`config.mk`:
```
export PLATFORM = sky130hd
export DESIGN_NAME = fft_mag_frontend
export DESIGN_NICKNAME = d
export VERILOG_FILES = /design/src/rtl/fmcw_dsp_pkg.sv /design/src/rtl/mag_approx.sv /design/src/rtl/fft_mag_frontend.sv
export SDC_FILE = /design/constraint.sdc
export NUM_CORES = 1
export LEC_CHECK = 0
export CAP_MARGIN = 20
export CELL_PAD_IN_SITES_DETAIL_PLACEMENT = 1
export CELL_PAD_IN_SITES_GLOBAL_PLACEMENT = 1
export CORE_MARGIN = 3
export CORE_UTILIZATION = 45
export DETAILED_ROUTE_END_ITERATION = 8
export PLACE_DENSITY = 0.78
export SETUP_SLACK_MARGIN = 0.2
export SYNTH_ARGS = -nofsm -noshare
export SYNTH_HDL_FRONTEND = slang
export SYNTH_SLANG_ARGS = --single-unit
```
`constraint.sdc`:
```
create_clock -name clk -period 4.7 [get_ports clk]
set_input_delay 1.41 -clock clk [delete_from_list [all_inputs] [get_ports clk]]
set_output_delay 1.41 -clock clk [all_outputs]
set_load 0.005 [all_outputs]
```
`src/rtl/fmcw_dsp_pkg.sv`:
```
// Shared constants and types for the FMCW DSP chain between the FFT core
// and the serial output stage.
package fmcw_dsp_pkg;

  localparam int unsigned FFT_N     = 2048;
  localparam int unsigned FFT_PAIRS = 1024;
  localparam int unsigned FFT_IN_W  = 16;
  localparam int unsigned MAG_W     = 12;
  localparam int unsigned MAG_LAT   = 4;

  typedef enum logic [1:0] {
    ST_IDLE = 2'd0,
    ST_ARM  = 2'd1,
    ST_RUN  = 2'd2
  } frame_state_t;

  // Control flags that travel alongside the data pipeline
  typedef struct packed {
    logic start;
    logic valid;
    logic last;
  } frame_ctl_t;

endpackage

```
`src/rtl/mag_approx.sv`:
```
// Four-stage alpha-max/beta-min magnitude of one complex sample:
// saturating abs, max/min, mx + mn/4 + mn/8, shift and saturate.
module mag_approx
  import fmcw_dsp_pkg::*;
#(
  parameter int unsigned IN_W  = FFT_IN_W,
  parameter int unsigned OUT_W = MAG_W,
  parameter int unsigned SHIFT = 5
) (
  input  logic                   clk,
  input  logic                   reset_n,
  input  logic                   load,
  input  logic signed [IN_W-1:0] re,
  input  logic signed [IN_W-1:0] im,
  output logic [OUT_W-1:0]       mag
);

  localparam int unsigned AW = IN_W - 1;
  localparam int unsigned SW = IN_W + 1;

  // Most negative input folds onto the most positive representable value
  function automatic logic [AW-1:0] sat_abs(input logic signed [IN_W-1:0] x);
    if (x == {1'b1, {AW{1'b0}}}) return {AW{1'b1}};
    else if (x[IN_W-1])           return AW'(-x);
    else                          return x[AW-1:0];
  endfunction

  logic [AW-1:0]    abs_re, abs_im;
  logic [AW-1:0]    mx, mn;
  logic [SW-1:0]    sum;
  logic [SW-1:0]    shifted;
  logic [OUT_W-1:0] sat;

  always_comb begin
    shifted = sum >> SHIFT;
    sat     = (shifted > SW'({OUT_W{1'b1}})) ? {OUT_W{1'b1}} : shifted[OUT_W-1:0];
  end

  // The output stage only loads on frame cycles so idle data never leaks out
  always_ff @(posedge clk) begin
    if (!reset_n) begin
      abs_re <= '0;
      abs_im <= '0;
      mx     <= '0;
      mn     <= '0;
      sum    <= '0;
      mag    <= '0;
    end else begin
      abs_re <= sat_abs(re);
      abs_im <= sat_abs(im);
      mx     <= (abs_re >= abs_im) ? abs_re : abs_im;
      mn     <= (abs_re >= abs_im) ? abs_im : abs_re;
      sum    <= SW'(mx) + SW'(mn >> 2) + SW'(mn >> 3);
      if (load) mag <= sat;
    end
  end

endmodule

```
`src/rtl/fft_mag_frontend.sv`:
```
// Converts FFT sample pairs into magnitude pairs and regenerates frame
// timing (start pulse, valid, last pair, overrun) for the serial stage.
module fft_mag_frontend
  import fmcw_dsp_pkg::*;
#(
  parameter int unsigned IN_W    = FFT_IN_W,
  parameter int unsigned OUT_W   = MAG_W,
  parameter int unsigned SHIFT   = 5,
  parameter int unsigned N_PAIRS = FFT_PAIRS
) (
  input  logic                   clk,
  input  logic                   reset_n,
  input  logic                   fft_next_out,
  input  logic signed [IN_W-1:0] x0_re,
  input  logic signed [IN_W-1:0] x0_im,
  input  logic signed [IN_W-1:0] x1_re,
  input  logic signed [IN_W-1:0] x1_im,
  output logic                   mag_next_out,
  output logic [OUT_W-1:0]       mag_out1,
  output logic [OUT_W-1:0]       mag_out2,
  output logic                   mag_valid,
  output logic                   frame_done,
  output logic                   overrun
);

  localparam int unsigned CW = $clog2(N_PAIRS);

  frame_state_t state, state_nxt;
  logic [CW-1:0] cnt, cnt_nxt;
  logic          overrun_nxt;
  frame_ctl_t    ctl_in;
  frame_ctl_t    dly [MAG_LAT];

  always_ff @(posedge clk) begin
    if (!reset_n) begin
      state   <= ST_IDLE;
      cnt     <= '0;
      overrun <= 1'b0;
    end else begin
      state   <= state_nxt;
      cnt     <= cnt_nxt;
      overrun <= overrun_nxt;
    end
  end

  // cnt always holds the index of the pair present on the inputs this cycle
  always_comb begin
    state_nxt   = state;
    cnt_nxt     = cnt;
    overrun_nxt = overrun;
    ctl_in      = '0;
    case (state)
      ST_IDLE: begin
        cnt_nxt = '0;
        if (fft_next_out) state_nxt = ST_ARM;
      end
      ST_ARM: begin
        if (fft_next_out) begin
          overrun_nxt = 1'b1;
          cnt_nxt     = '0;
        end else begin
          state_nxt = ST_RUN;
          cnt_nxt   = CW'(1);
        end
      end
      ST_RUN: begin
        if (cnt == CW'(N_PAIRS - 1)) begin
          cnt_nxt   = '0;
          state_nxt = fft_next_out ? ST_ARM : ST_IDLE;
        end else if (fft_next_out) begin
          overrun_nxt = 1'b1;
          cnt_nxt     = '0;
          state_nxt   = ST_ARM;
        end else begin
          cnt_nxt = cnt + CW'(1);
        end
      end
      default: begin
        state_nxt = ST_IDLE;
        cnt_nxt   = '0;
      end
    endcase
    ctl_in.start = fft_next_out;
    ctl_in.valid = (state != ST_IDLE);
    ctl_in.last  = (state == ST_RUN) && (cnt == CW'(N_PAIRS - 1));
  end

  // Delay line matched to the magnitude pipeline depth
  always_ff @(posedge clk) begin
    if (!reset_n) begin
      for (int i = 0; i < int'(MAG_LAT); i++) dly[i] <= '0;
    end else begin
      dly[0] <= ctl_in;
      for (int i = 1; i < int'(MAG_LAT); i++) dly[i] <= dly[i-1];
    end
  end

  assign mag_next_out = dly[MAG_LAT-1].start;
  assign mag_valid    = dly[MAG_LAT-1].valid;
  assign frame_done   = dly[MAG_LAT-1].last;

  mag_approx #(.IN_W(IN_W), .OUT_W(OUT_W), .SHIFT(SHIFT)) u_mag0 (
    .clk     (clk),
    .reset_n (reset_n),
    .load    (dly[MAG_LAT-2].valid),
    .re      (x0_re),
    .im      (x0_im),
    .mag     (mag_out1)
  );

  mag_approx #(.IN_W(IN_W), .OUT_W(OUT_W), .SHIFT(SHIFT)) u_mag1 (
    .clk     (clk),
    .reset_n (reset_n),
    .load    (dly[MAG_LAT-2].valid),
    .re      (x1_re),
    .im      (x1_im),
    .mag     (mag_out2)
  );

endmodule

```
==> results by group, run 1 <==
Timing
  – Hold_ws: about 0.44 ns
  – Slew HR: slightly below 50%
  – Least-Margin Pin Slew: 0.776 ns
  – Max Clock Skew: 0.0119 ns
  – Final min period: around 4.0 ns
  – Fmax: ~250 MHz
  – Final slew viol count: 0
  – Final hold vios: 0
  – RSZ-0062 raised after global routing: false
  – Fin crit share: between 80% and 90%
  – Setup TNS: 0 ns
  – Final setup violation count: 0

Power and ir drop
  – Internal power: roughly 0.0030 W
  – Psw: approximately 0.0013 W
  – Seq pwr share: between 40% and 50%
  – Sw Share: a little under a third
  – Peak VDD IR: ~0.00023 V
  – Logic gate share of total power: 24.6%
  – Power Density: about 340 nW/um^2
  – Leak: slightly above 5 nW
  – Clk network pwr share: approximately a third

Drt
  – Post-detailed-route wirelength per cell: about 16 um
  – Pre-antenna DRT Iters: 5
  – DRC: 0
  – Routed Antenna Nets: 0
  – DR vias/cell: about 5.6
  – 1st-iter DRT viols: ~470
  – Final wirelength: about 26 mm
  – Met2 routed WL: between 10 and 15 mm
  – Vias: about 9100
  – Met3 wire length: ~890 um
  – Top sig layer: met4
  – Met1 Routed Length: between 10 and 15 mm

CTS
  – Clock tree buffer depth: 2
  – Worst skew pair latency: around 0.44 ns
  – CTS buffer count: 17
  – CTS tree: yes
  – PostCTS Resize Cnt: 0
  – Worst-path clk slew: ~0.070 ns
  – Clock Root Buffer: clkbuf_16
  – Htree depth: 4
  – Buffer count from post-CTS setup fixing: 0
  – # hold bufs at CTS: 0
  – Num Clock Sinks: roughly 190

Synthesis
  – Seq/Total Area, Yosys: between 30% and 40%
  – Area share of the largest cell type after synthesis: 34.7%
  – Area leader, netlist: dfxtp_1
  – Most frequent cell after synthesis: dfxtp_1
  – Gate Count Post-Synth: approximately 1200
  – FF+latch count, synth: about 190
  – Synth cell types: 63
  – Yosys warning count: 0
  – Synth Cell Area: around 11000 um^2
  – Most frequent cells after synthesis: 189 x dfxtp_1, 87 x ha_1, 70 x nand2_1, 62 x clkbuf_1, 60 x nor2_1
  – EDFF count, synth: 0
  – Top cells by area in the synthesized netlist: dfxtp_1 35%, ha_1 10%, mux2i_1 5.1%
  – Async S/R FF share, synth: 0%
  – Post-Syn Area per Cell: between 8 and 9 um^2
  – Ys flop type: dfxtp_1

GRT
  – Global-route wire length before repair: about 45 mm
  – Initial antenna violation count: 0
  – Total GRT Usage: 20.4%
  – Largest net degree at the start of global routing: between 100 and 150
  – Grt ovf: 0
  – Vias in the first global route: 9197

Die
  – Initial core utilization: a little under half
  – Die W: between 150 and 200 um
  – Die Y: 162 um
  – # rows: between 50 and 60
  – Die ar.: 26100 um^2
  – Io pins: 95
  – Total core area: roughly 24000 um^2

Setup path
  – R2R Path End: u_mag1.sum[14]
  – CP arrival: roughly 4.4 ns
  – Critical path origin: u_mag1.mx[0]
  – Worst r2r src: u_mag1.mx[0]
  – R2r setup slk: 0.69 ns
  – Worst setup SP type: flip-flop
  – Setup crit end: u_mag1.sum[14]
  – Cells on worst reg2reg path: 17
  – Crit path kind: flip-flop to flip-flop
  – Type of destination of the critical path: flip-flop
  – Critical Path RT: approximately 5 ns
  – Worst-path fanout max: 6

Finish
  – Final Util: a little over half
  – Share of cells above drive strength 1: between 4 and 5%
  – Antenna diode count: 0
  – Final net count: around 1400
  – Register area: approximately 3800 um^2
  – Area taken by multi-input logic gates: 6620 um^2
  – Area delta synth->final: 16.0%
  – Filler instances: around 2800

Outcome
  – Outcome: completed

Placement
  – Gpl congestion: 0.810
  – DP HPWL: 19.6 mm
  – Buffers on Ports: 94

Job
  – Reported max-cap violation count: 0

Worst hold path
  – Hold WC Path Type: flip-flop to flip-flop
  – Hold path cells: 1
flip-flops by register name, summed over array words and instances (netlist names), 13 cells and up:
name and flops:
u_mag1.abs_re 15, u_mag1.mx 15, u_mag0.mn 13, u_mag0.abs_re 15, u_mag0.mx 15, u_mag1.abs_im 15, u_mag0.abs_im 15, u_mag1.mn 13
cell type report:
type,instances,area share [%]
Clock buffer,20,3.61
Sequential cell,189,29.9
Tap cell,319,3.16
Clock inverter,12,0.999
Inverter,59,1.75
Timing Repair Buffer,105,8.20
Multi-Input combinational cell,918,52.4
worst min path at each step:
stage                    from   endpoint  slack [ns]
CTS                 dly[1][0]  dly[2][0]        0.45
detailed placement  dly[1][1]  dly[2][1]        0.43
floorplan           dly[0][0]  dly[1][0]        0.41
global route        dly[1][0]  dly[2][0]        0.45
finish              dly[1][0]  dly[2][0]        0.44
global placement    dly[0][0]  dly[1][0]        0.41
per-stage QoR:
| step | area [um^2] | worst slack, ns | power (W) | instances |
|---|---|---|---|---|
| floorplan | 10900 | 0.971 | 0.00261 | 1236 |
| global placement | 12100 | 0.448 | 0.00289 | 1590 |
| detailed placement | 12100 | 0.300 | 0.00294 | 1590 |
| CTS | 12600 | 0.567 | 0.00436 | 1622 |
| global route | 12600 | 0.247 | 0.00459 | 1622 |
| finish | 12600 | 0.687 | 0.00432 | 1622 |
critical path, cell delays in order, from the launching register on:
cell      delay [ns]
dfxtp_1         0.36
ha_1            0.19
inv_1           0.06
fa_1            0.40
nor2b_1         0.18
o31a_1          0.19
o31a_1          0.21
o21a_1          0.13
nor2_1          0.04
xnor2_1         0.14
ha_1            0.37
a21oi_1         0.09
o21ai_0         0.28
o31ai_1         0.14
a21boi_1        0.24
o21ai_1         0.19
or4_1           0.55
a21boi_0        0.18
layout by cell type, fill, tap and decap left out, types with 8 or more instances in the layout:
cell               n
nand2_1           70
nor2_1            60
a31oi_1           22
a21boi_2           9
xor2_1            40
a21boi_1          13
nand4_1            8
and2_1            26
a21o_1            16
mux2i_1           56
inv_1             59
o21ai_0           49
nand3_1           59
and3_1            27
nor2b_1           54
clkdlybuf4s50_1   93
clkbuf_16         17
buf_4             10
or3_1             20
a21boi_0          36
o21a_1            11
nor3_1            10
o2111ai_1         29
nand2b_1           9
o31a_1            17
a21oi_1           41
xnor2_1           45
o211ai_1          29
ha_1              87
o31ai_1           12
dfxtp_1          189
cells by family (layout without fill, tap and decap cells):
group           Yosys count  count (layout)  share of synthesized area [%]
simple gates            373             373                           18.1
buf+inv                 129             196                           4.59
other cells               1               2                         0.0344
xor+xnor                 85              85                           6.83
fa+ha+maj                89              89                           10.4
mux                      56              56                           5.14
compound gates          313             313                           20.3
flops                   189             189                           34.7
routing by layer:
layer / GRT usage, % / vias up
met5: 0 / -
met2: 34.0 / 168
met1: 27.9 / 4319
met3: 2.54 / 27
li1: - / 4541
met4: 5.93 / 0
power groups by stage:
stage	Combinational (W)	Sequential (W)	Clock (W)
2_1_floorplan	0.000773	0.00184	0
3_3_place_gp	0.00102	0.00188	0
3_5_place_dp	0.00105	0.00188	0
4_1_cts	0.00107	0.00185	0.00145
5_1_grt	0.00120	0.00186	0.00152
6_report	0.00106	0.00185	0.00141
(Power assumes the default switching activity.)
==> inputs of run 2 (changes only) <==
- SKIP_CTS_REPAIR_TIMING: unset -> 1
==> results of run 2 <==
Same layout as run 1: the final DEF is identical, and so are final timing and power.
